[config.mk]
export PLATFORM = sky130hd
export DESIGN_NAME = vscale_csr_arbiter
export DESIGN_NICKNAME = d
export VERILOG_FILES = /design/src/rtl/vscale_csr_arbiter_pkg.sv /design/src/rtl/vscale_csr_arbiter.sv
export SDC_FILE = /design/constraint.sdc
export NUM_CORES = 1
export LEC_CHECK = 0
export CORE_AREA = 2 2 112 114
export CTS_BUF_LIST = sky130_fd_sc_hd__clkbuf_8
export CTS_CLUSTER_DIAMETER = 150
export DETAILED_ROUTE_END_ITERATION = 8
export DIE_AREA = 0 0 114 116
export PLACE_DENSITY = 0.88
export SLEW_MARGIN = 20
export SYNTH_ARGS = -nofsm -noshare
export SYNTH_HDL_FRONTEND = slang
export SYNTH_SLANG_ARGS = --single-unit
[constraint.sdc]
create_clock -name clk -period 3 [get_ports clk]
set_input_delay 0.3 -clock clk [delete_from_list [all_inputs] [get_ports clk]]
set_output_delay 0.3 -clock clk [all_outputs]
set_load 0.1 [all_outputs]
[src/rtl/vscale_csr_arbiter_pkg.sv]
// Shared CSR control constants: port widths, CSR command codes, arbiter FSM encoding
// and the latched host request payload.
package vscale_csr_arbiter_pkg;

   localparam int unsigned CSR_ADDR_WIDTH = 12;
   localparam int unsigned XPR_LEN        = 32;
   localparam int unsigned HTIF_PCR_WIDTH = 64;
   localparam int unsigned CSR_CMD_WIDTH  = 3;

   localparam logic [CSR_CMD_WIDTH-1:0] CSR_IDLE  = 3'd0;
   localparam logic [CSR_CMD_WIDTH-1:0] CSR_READ  = 3'd4;
   localparam logic [CSR_CMD_WIDTH-1:0] CSR_WRITE = 3'd5;
   localparam logic [CSR_CMD_WIDTH-1:0] CSR_SET   = 3'd6;
   localparam logic [CSR_CMD_WIDTH-1:0] CSR_CLEAR = 3'd7;

   localparam int unsigned STARVE_LIMIT_DEFAULT = 8;
   localparam int unsigned CNT_W_DEFAULT        = 4;

   typedef enum logic [1:0] {
      ARB_IDLE = 2'd0,
      ARB_PEND = 2'd1,
      ARB_RESP = 2'd2
   } arb_state_e;

   typedef struct packed {
      logic                      rw;
      logic [CSR_ADDR_WIDTH-1:0] addr;
      logic [XPR_LEN-1:0]        data;
   } host_req_t;

endpackage

[src/rtl/vscale_csr_arbiter.sv]
// Shares the CSR-file port between core CSR instructions and one latched host PCR request,
// forcing a one-cycle core stall if the host has waited STARVE_LIMIT cycles.
module vscale_csr_arbiter
   import vscale_csr_arbiter_pkg::*;
#(
   parameter int unsigned STARVE_LIMIT = STARVE_LIMIT_DEFAULT,
   parameter int unsigned CNT_W        = CNT_W_DEFAULT
) (
   input  logic                      clk,
   input  logic                      reset_n,
   input  logic [CSR_ADDR_WIDTH-1:0] core_csr_addr,
   input  logic [CSR_CMD_WIDTH-1:0]  core_csr_cmd,
   input  logic [XPR_LEN-1:0]        core_csr_wdata,
   output logic                      core_stall,
   input  logic                      htif_pcr_req_valid,
   output logic                      htif_pcr_req_ready,
   input  logic                      htif_pcr_req_rw,
   input  logic [CSR_ADDR_WIDTH-1:0] htif_pcr_req_addr,
   input  logic [HTIF_PCR_WIDTH-1:0] htif_pcr_req_data,
   output logic                      htif_pcr_resp_valid,
   input  logic                      htif_pcr_resp_ready,
   output logic [HTIF_PCR_WIDTH-1:0] htif_pcr_resp_data,
   output logic [CSR_ADDR_WIDTH-1:0] csr_addr,
   output logic [CSR_CMD_WIDTH-1:0]  csr_cmd,
   output logic [XPR_LEN-1:0]        csr_wdata,
   input  logic [XPR_LEN-1:0]        csr_rdata
);

   arb_state_e         state, state_nxt;
   logic [CNT_W-1:0]   cnt, cnt_nxt;
   host_req_t          req, req_nxt;
   logic [XPR_LEN-1:0] resp, resp_nxt;
   logic               starved;

   // Only the low word of host write data reaches the CSR file.
   logic unused_req_data_hi;
   assign unused_req_data_hi = ^htif_pcr_req_data[HTIF_PCR_WIDTH-1:XPR_LEN];

   assign starved            = (cnt == CNT_W'(STARVE_LIMIT));
   assign htif_pcr_resp_data = HTIF_PCR_WIDTH'(resp);

   always_ff @(posedge clk) begin
      if (!reset_n) begin
         state <= ARB_IDLE;
         cnt   <= '0;
         req   <= '0;
         resp  <= '0;
      end else begin
         state <= state_nxt;
         cnt   <= cnt_nxt;
         req   <= req_nxt;
         resp  <= resp_nxt;
      end
   end

   always_comb begin
      state_nxt           = state;
      cnt_nxt             = cnt;
      req_nxt             = req;
      resp_nxt            = resp;
      htif_pcr_req_ready  = 1'b0;
      htif_pcr_resp_valid = 1'b0;
      core_stall          = 1'b0;
      csr_addr            = core_csr_addr;
      csr_cmd             = core_csr_cmd;
      csr_wdata           = core_csr_wdata;

      case (state)
         ARB_IDLE: begin
            htif_pcr_req_ready = 1'b1;
            if (htif_pcr_req_valid) begin
               req_nxt.rw   = htif_pcr_req_rw;
               req_nxt.addr = htif_pcr_req_addr;
               req_nxt.data = htif_pcr_req_data[XPR_LEN-1:0];
               cnt_nxt      = '0;
               state_nxt    = ARB_PEND;
            end
         end
         ARB_PEND: begin
            // Grant when the core is idle, or steal the port once the wait budget is spent.
            if (core_csr_cmd == CSR_IDLE || starved) begin
               core_stall = (core_csr_cmd != CSR_IDLE);
               csr_addr   = req.addr;
               csr_cmd    = req.rw ? CSR_WRITE : CSR_READ;
               csr_wdata  = req.data;
               resp_nxt   = csr_rdata;
               state_nxt  = ARB_RESP;
            end else begin
               cnt_nxt = cnt + CNT_W'(1);
            end
         end
         ARB_RESP: begin
            htif_pcr_resp_valid = 1'b1;
            if (htif_pcr_resp_ready) begin
               state_nxt = ARB_IDLE;
            end
         end
         default: state_nxt = ARB_IDLE;
      endcase
   end

endmodule

# After elaboration in Yosys (flattened, before gate mapping)
# Index checks and enable logic that the tools add are counted.
# word_totals
output_inout_bits	114
in_bits	160
elab_cells	41
regBits	83
# classes
n_addsub	1
eq_ne	7
reduce_logical	9
mux	18
# op_table
operator	count
32-bit two-way mux	2
12-bit two-way mux	2
4-bit two-way mux	2
2-bit inequality test, second input constant	4
4-bit one-hot mux with 2 select lines	1
2-bit two-way mux	3
3-bit two-way mux	2
2-bit one-hot mux with 3 select lines	1
3-bit AND reduction	2
1-bit two-way mux	5
4-bit by 1-bit adder with 4-bit output, second input constant	1
4-bit == test, second input constant	1
2-bit AND reduction	2
3-bit zero test	1
3-bit nonzero test	1
2-bit by 1-bit == test with 1-bit output, second input constant	1
2-bit == test, second input constant	1
2-bit zero test	1
2-bit nonzero test	1
1-bit logical OR	1

# Longest topological paths before layout
# depth
depth_word	4
ltp_mapped	7
mapped_depth_nobuf	5

# Worst setup path after synthesis
# OpenSTA, ideal clock, no wires.
# synth_timing
kind	register -> output
from	register cnt[0]
to	output port core_stall
n_path_buf	0
stages_incl_launch_ff	5
t_required_ns	2.700
arrival_time_ns	2.693
path_slack_ns	0.007
path_cell_list	dfxtp_1 inv_1 ha_1 nand3b_1 nor3_1
# synth_between
elab_chain_cells	4
# synth_lines
item	line	text
start: declaration	vscale_csr_arbiter.sv:30	logic [CNT_W-1:0] cnt, cnt_nxt;
start signal: assignment	vscale_csr_arbiter.sv:50	cnt <= cnt_nxt;
4-bit == test	vscale_csr_arbiter.sv:39	assign starved = (cnt == CNT_W'(STARVE_LIMIT));
1-bit logical OR	vscale_csr_arbiter.sv:81	if (core_csr_cmd == CSR_IDLE || starved) begin
1-bit two-way mux	vscale_csr_arbiter.sv:81	
1-bit two-way mux	vscale_csr_arbiter.sv:68	case (state)
end: declaration	vscale_csr_arbiter.sv:14	output logic core_stall,
# No other way between the ends.

# Worst setup path after layout
# layout_timing
from	register cnt[0]
to	output port csr_wdata[7]
# layout_between
elab_chain_cells	4
# layout_lines
item	line	text
4-bit == test	vscale_csr_arbiter.sv:39	
1-bit logical OR	vscale_csr_arbiter.sv:81	
32-bit two-way mux	vscale_csr_arbiter.sv:81	
32-bit two-way mux	vscale_csr_arbiter.sv:68	
end: declaration	vscale_csr_arbiter.sv:25	output logic [XPR_LEN-1:0] csr_wdata,
# No other way between the ends.

==> out/qor.yml <==
clock_network:
  cts_buffer_depth: 2
  cts_max_level: 3
  clk_pin_slew_worst_paths_ps: 80
  clk-insertion-delay-late_ps: 350
  postCtsHoldBufs: 0
  clockRootBuffer: "clkbuf_8"
  cts_tree: "yes"
  post-cts-setup-buffers: 0
  cts_resized: 0
  cts.sinks: 83
  cts_inserted_buffers: 9
drt:
  wl_per_cell_microns: 14.3
  dr_wl_met2_mm: 5.95
  wl_met3_microns: 877
  drt_pass1_iterations: 4
  wl_met1_mm: 4.54
  post_drt_via_cell_ratio: 4.56
  drt_iter0_markers: 211
  vias: 3697
  drc: 0
  drtAntennaViolNets: 0
  top_layer: "met4"
  finalWirelength_mm: 11.6
critical_path:
  critPathLaunchType: "flop"
  slowest_delay_ps: 380
  r2r_slack_ps: 1200
  critPathKind: "reg2out"
  crit_required_ps: 2700
  endpoint_kind: "output pin"
  r2r_cells: 6
  cp_data_arrival_time_ps: 2310
  crit_fanout: 17
  cp.buffers_inverters: 3
  worstReg2RegEnd: "resp[12]"
  cp_slowest_cell: "dfxtp_1"
  path_cells: "inv_1, ha_1, and3b_1, o21bai_4, buf_4, mux2_4, buf_12"
  cp_top_family: "buffers and inverters"
  r2r-start: "cnt[0]"
run:
  drv_cap: 0
timing:
  tightest_slew_ps: 1010
  setup_ws_ps: 391
  final-setup-viol-count: 0
  finalSetupTns_ps: 0
  skew_ps: 10.9
  final-max-slew-violation-count: 0
  slew_headroom: 0.322
  max_freq_ghz: 0.383
  hold_violations: 0
  min_period_ps: 2610
  period_share: 0.870
  rsz0062_at_grt: "false"
layout:
  drive_above_1_share: 0.210
  stdcell_area_sq_mm: 0.00678
  area_delta_synth_final_pct: 64.8
  final_core_util: 0.569
  fin_nets: 820
  n_antenna_cell: 0
min_path:
  holdPathStages: 3
  worstHoldPathType: "in2reg"
  min_from: "reset_n"
  hold_path_end: "req[42]"
power_and_ir_drop:
  p_leak_nw: 2.80
  peakVddDrop_uv: 250
  p_per_area_mw_per_mm2: 463
grt:
  grt_usage: 0.175
  globalRouteOverflowTotal: 0
  grt_pass1_vias: 3679
  antenna_found_initial: 0
  grt_max_degree: 72
  grt_pass1_wl_mm: 18.2
yosys:
  ys.flop_type: "dfxtp_1"
  ys_top_cells_by_area: "dfxtp_1 40%, nand2_1 14%, mux2_4 10%"
  seq_area_frac_synth: 0.404
  yosys_warnings: 0
  synthTopCellsByCount: "156 x nand2_1, 83 x dfxtp_1, 46 x a21oi_1"
  synth_top_area_share: 0.404
  synth_edf_count: 0
  syn_area_per_cell_sq_um: 8.86
  synth.largest_area_cell: "dfxtp_1"
  syn-instance-count: 464
  ys_seq_elements: 83
  synth_cell_types: 32
  yosys.cell_count.top_type: "nand2_1"
  async_reset_ff_frac: 0
  synth_area_sq_mm: 0.00411
die:
  io_pins: 274
  coreArea_sq_mm: 0.0119
  die_h_microns: 116
  die_w_microns: 114
  rows: 40
  start_util: 0.345
  die_area_sq_mm: 0.0132
place:
  dp_worst_setup_slack_ps: 681
  portBuffers: 209
  hpwlAfterDp_mm: 8.66
  gp_congestion: 0.742
  placed_area_sq_mm: 0.00658
status:
  status: "finished clean"
## final cells by class
type                    count  area (sq um)
clock buffers              10           138
clock inverters             6          66.3
fillers                  1024          5130
inverters                   3          11.3
multi-input cells         344          2130
flip-flops and latches     83          1660
well taps                 147           184
repair buffers            217          2580
## through the flow
step | total power, mW | hold WS (ps) | instances
floorplan | 1.96 | 434 | 495
global placement | 2.33 | 440 | 794
detailed placement | 2.34 | 447 | 794
CTS | 3.18 | 255 | 810
global route | 3.27 | 257 | 810
finish | 3.14 | 266 | 810
## worst reg2reg max path: stages (launching register included)
cell and delay (ps):
dfxtp_1 340, inv_1 80, ha_1 160, and3b_1 290, o21ba_2 330, buf_12 260, mux2i_1 270
## per-layer routing
layer  up-vias  track usage
met2       144        0.317
met3        23       0.0539
met4         0       0.0667
met1      1684        0.193
met5         -            0
li1       1846            -
## report_power, final
part           switching (mW)  internal [mW]
Clock                   0.416          0.407
Sequential             0.0272           1.15
Combinational           0.728          0.407
## worst max path at each step
stage | slack [ps] | startpoint | depth (start not counted) | end
2_1_floorplan | 7 | cnt[0] | 4 | core_stall
3_3_place_gp | 700 | core_csr_cmd[1] | 6 | csr_wdata[7]
3_5_place_dp | 680 | core_csr_cmd[1] | 6 | csr_wdata[11]
4_1_cts | 370 | cnt[0] | 7 | csr_wdata[11]
5_1_grt | 280 | cnt[0] | 7 | csr_wdata[4]
6_report | 390 | cnt[0] | 7 | csr_wdata[7]
## cell usage in the layout (no fill, tap or decap), types with 4 or more instances in the layout
master           synthesis  routed
inv_1                    3       4
a21oi_1                 46      46
conb_1                   1      32
clkdlybuf4s50_1          0     143
mux2_2                  17      17
mux2_4                  28      28
buf_4                   32      25
dfxtp_1                 83      83
buf_12                   0      48
mux2i_1                 35      35
nand2_1                156     156
clkbuf_8                 0      10
nand2b_1                 5       5
nand3_1                  5       5
## kinds of logic (layout without fill, tap and decap cells)
family	count (synthesis)	in the layout	share of synthesized area
simple gates	178	178	0.179
flops	83	83	0.404
mux	80	80	0.234
buf+inv	68	236	0.107
compound gates	52	52	0.0697
fa+ha+maj	2	2	0.00608
other cells	1	32	0.000912
## flip-flops by register name, indices dropped and copies added, names as in the netlist
register  flops
state         2
resp         32
cnt           4
req          45
Power figures use the tool's default switching activity.
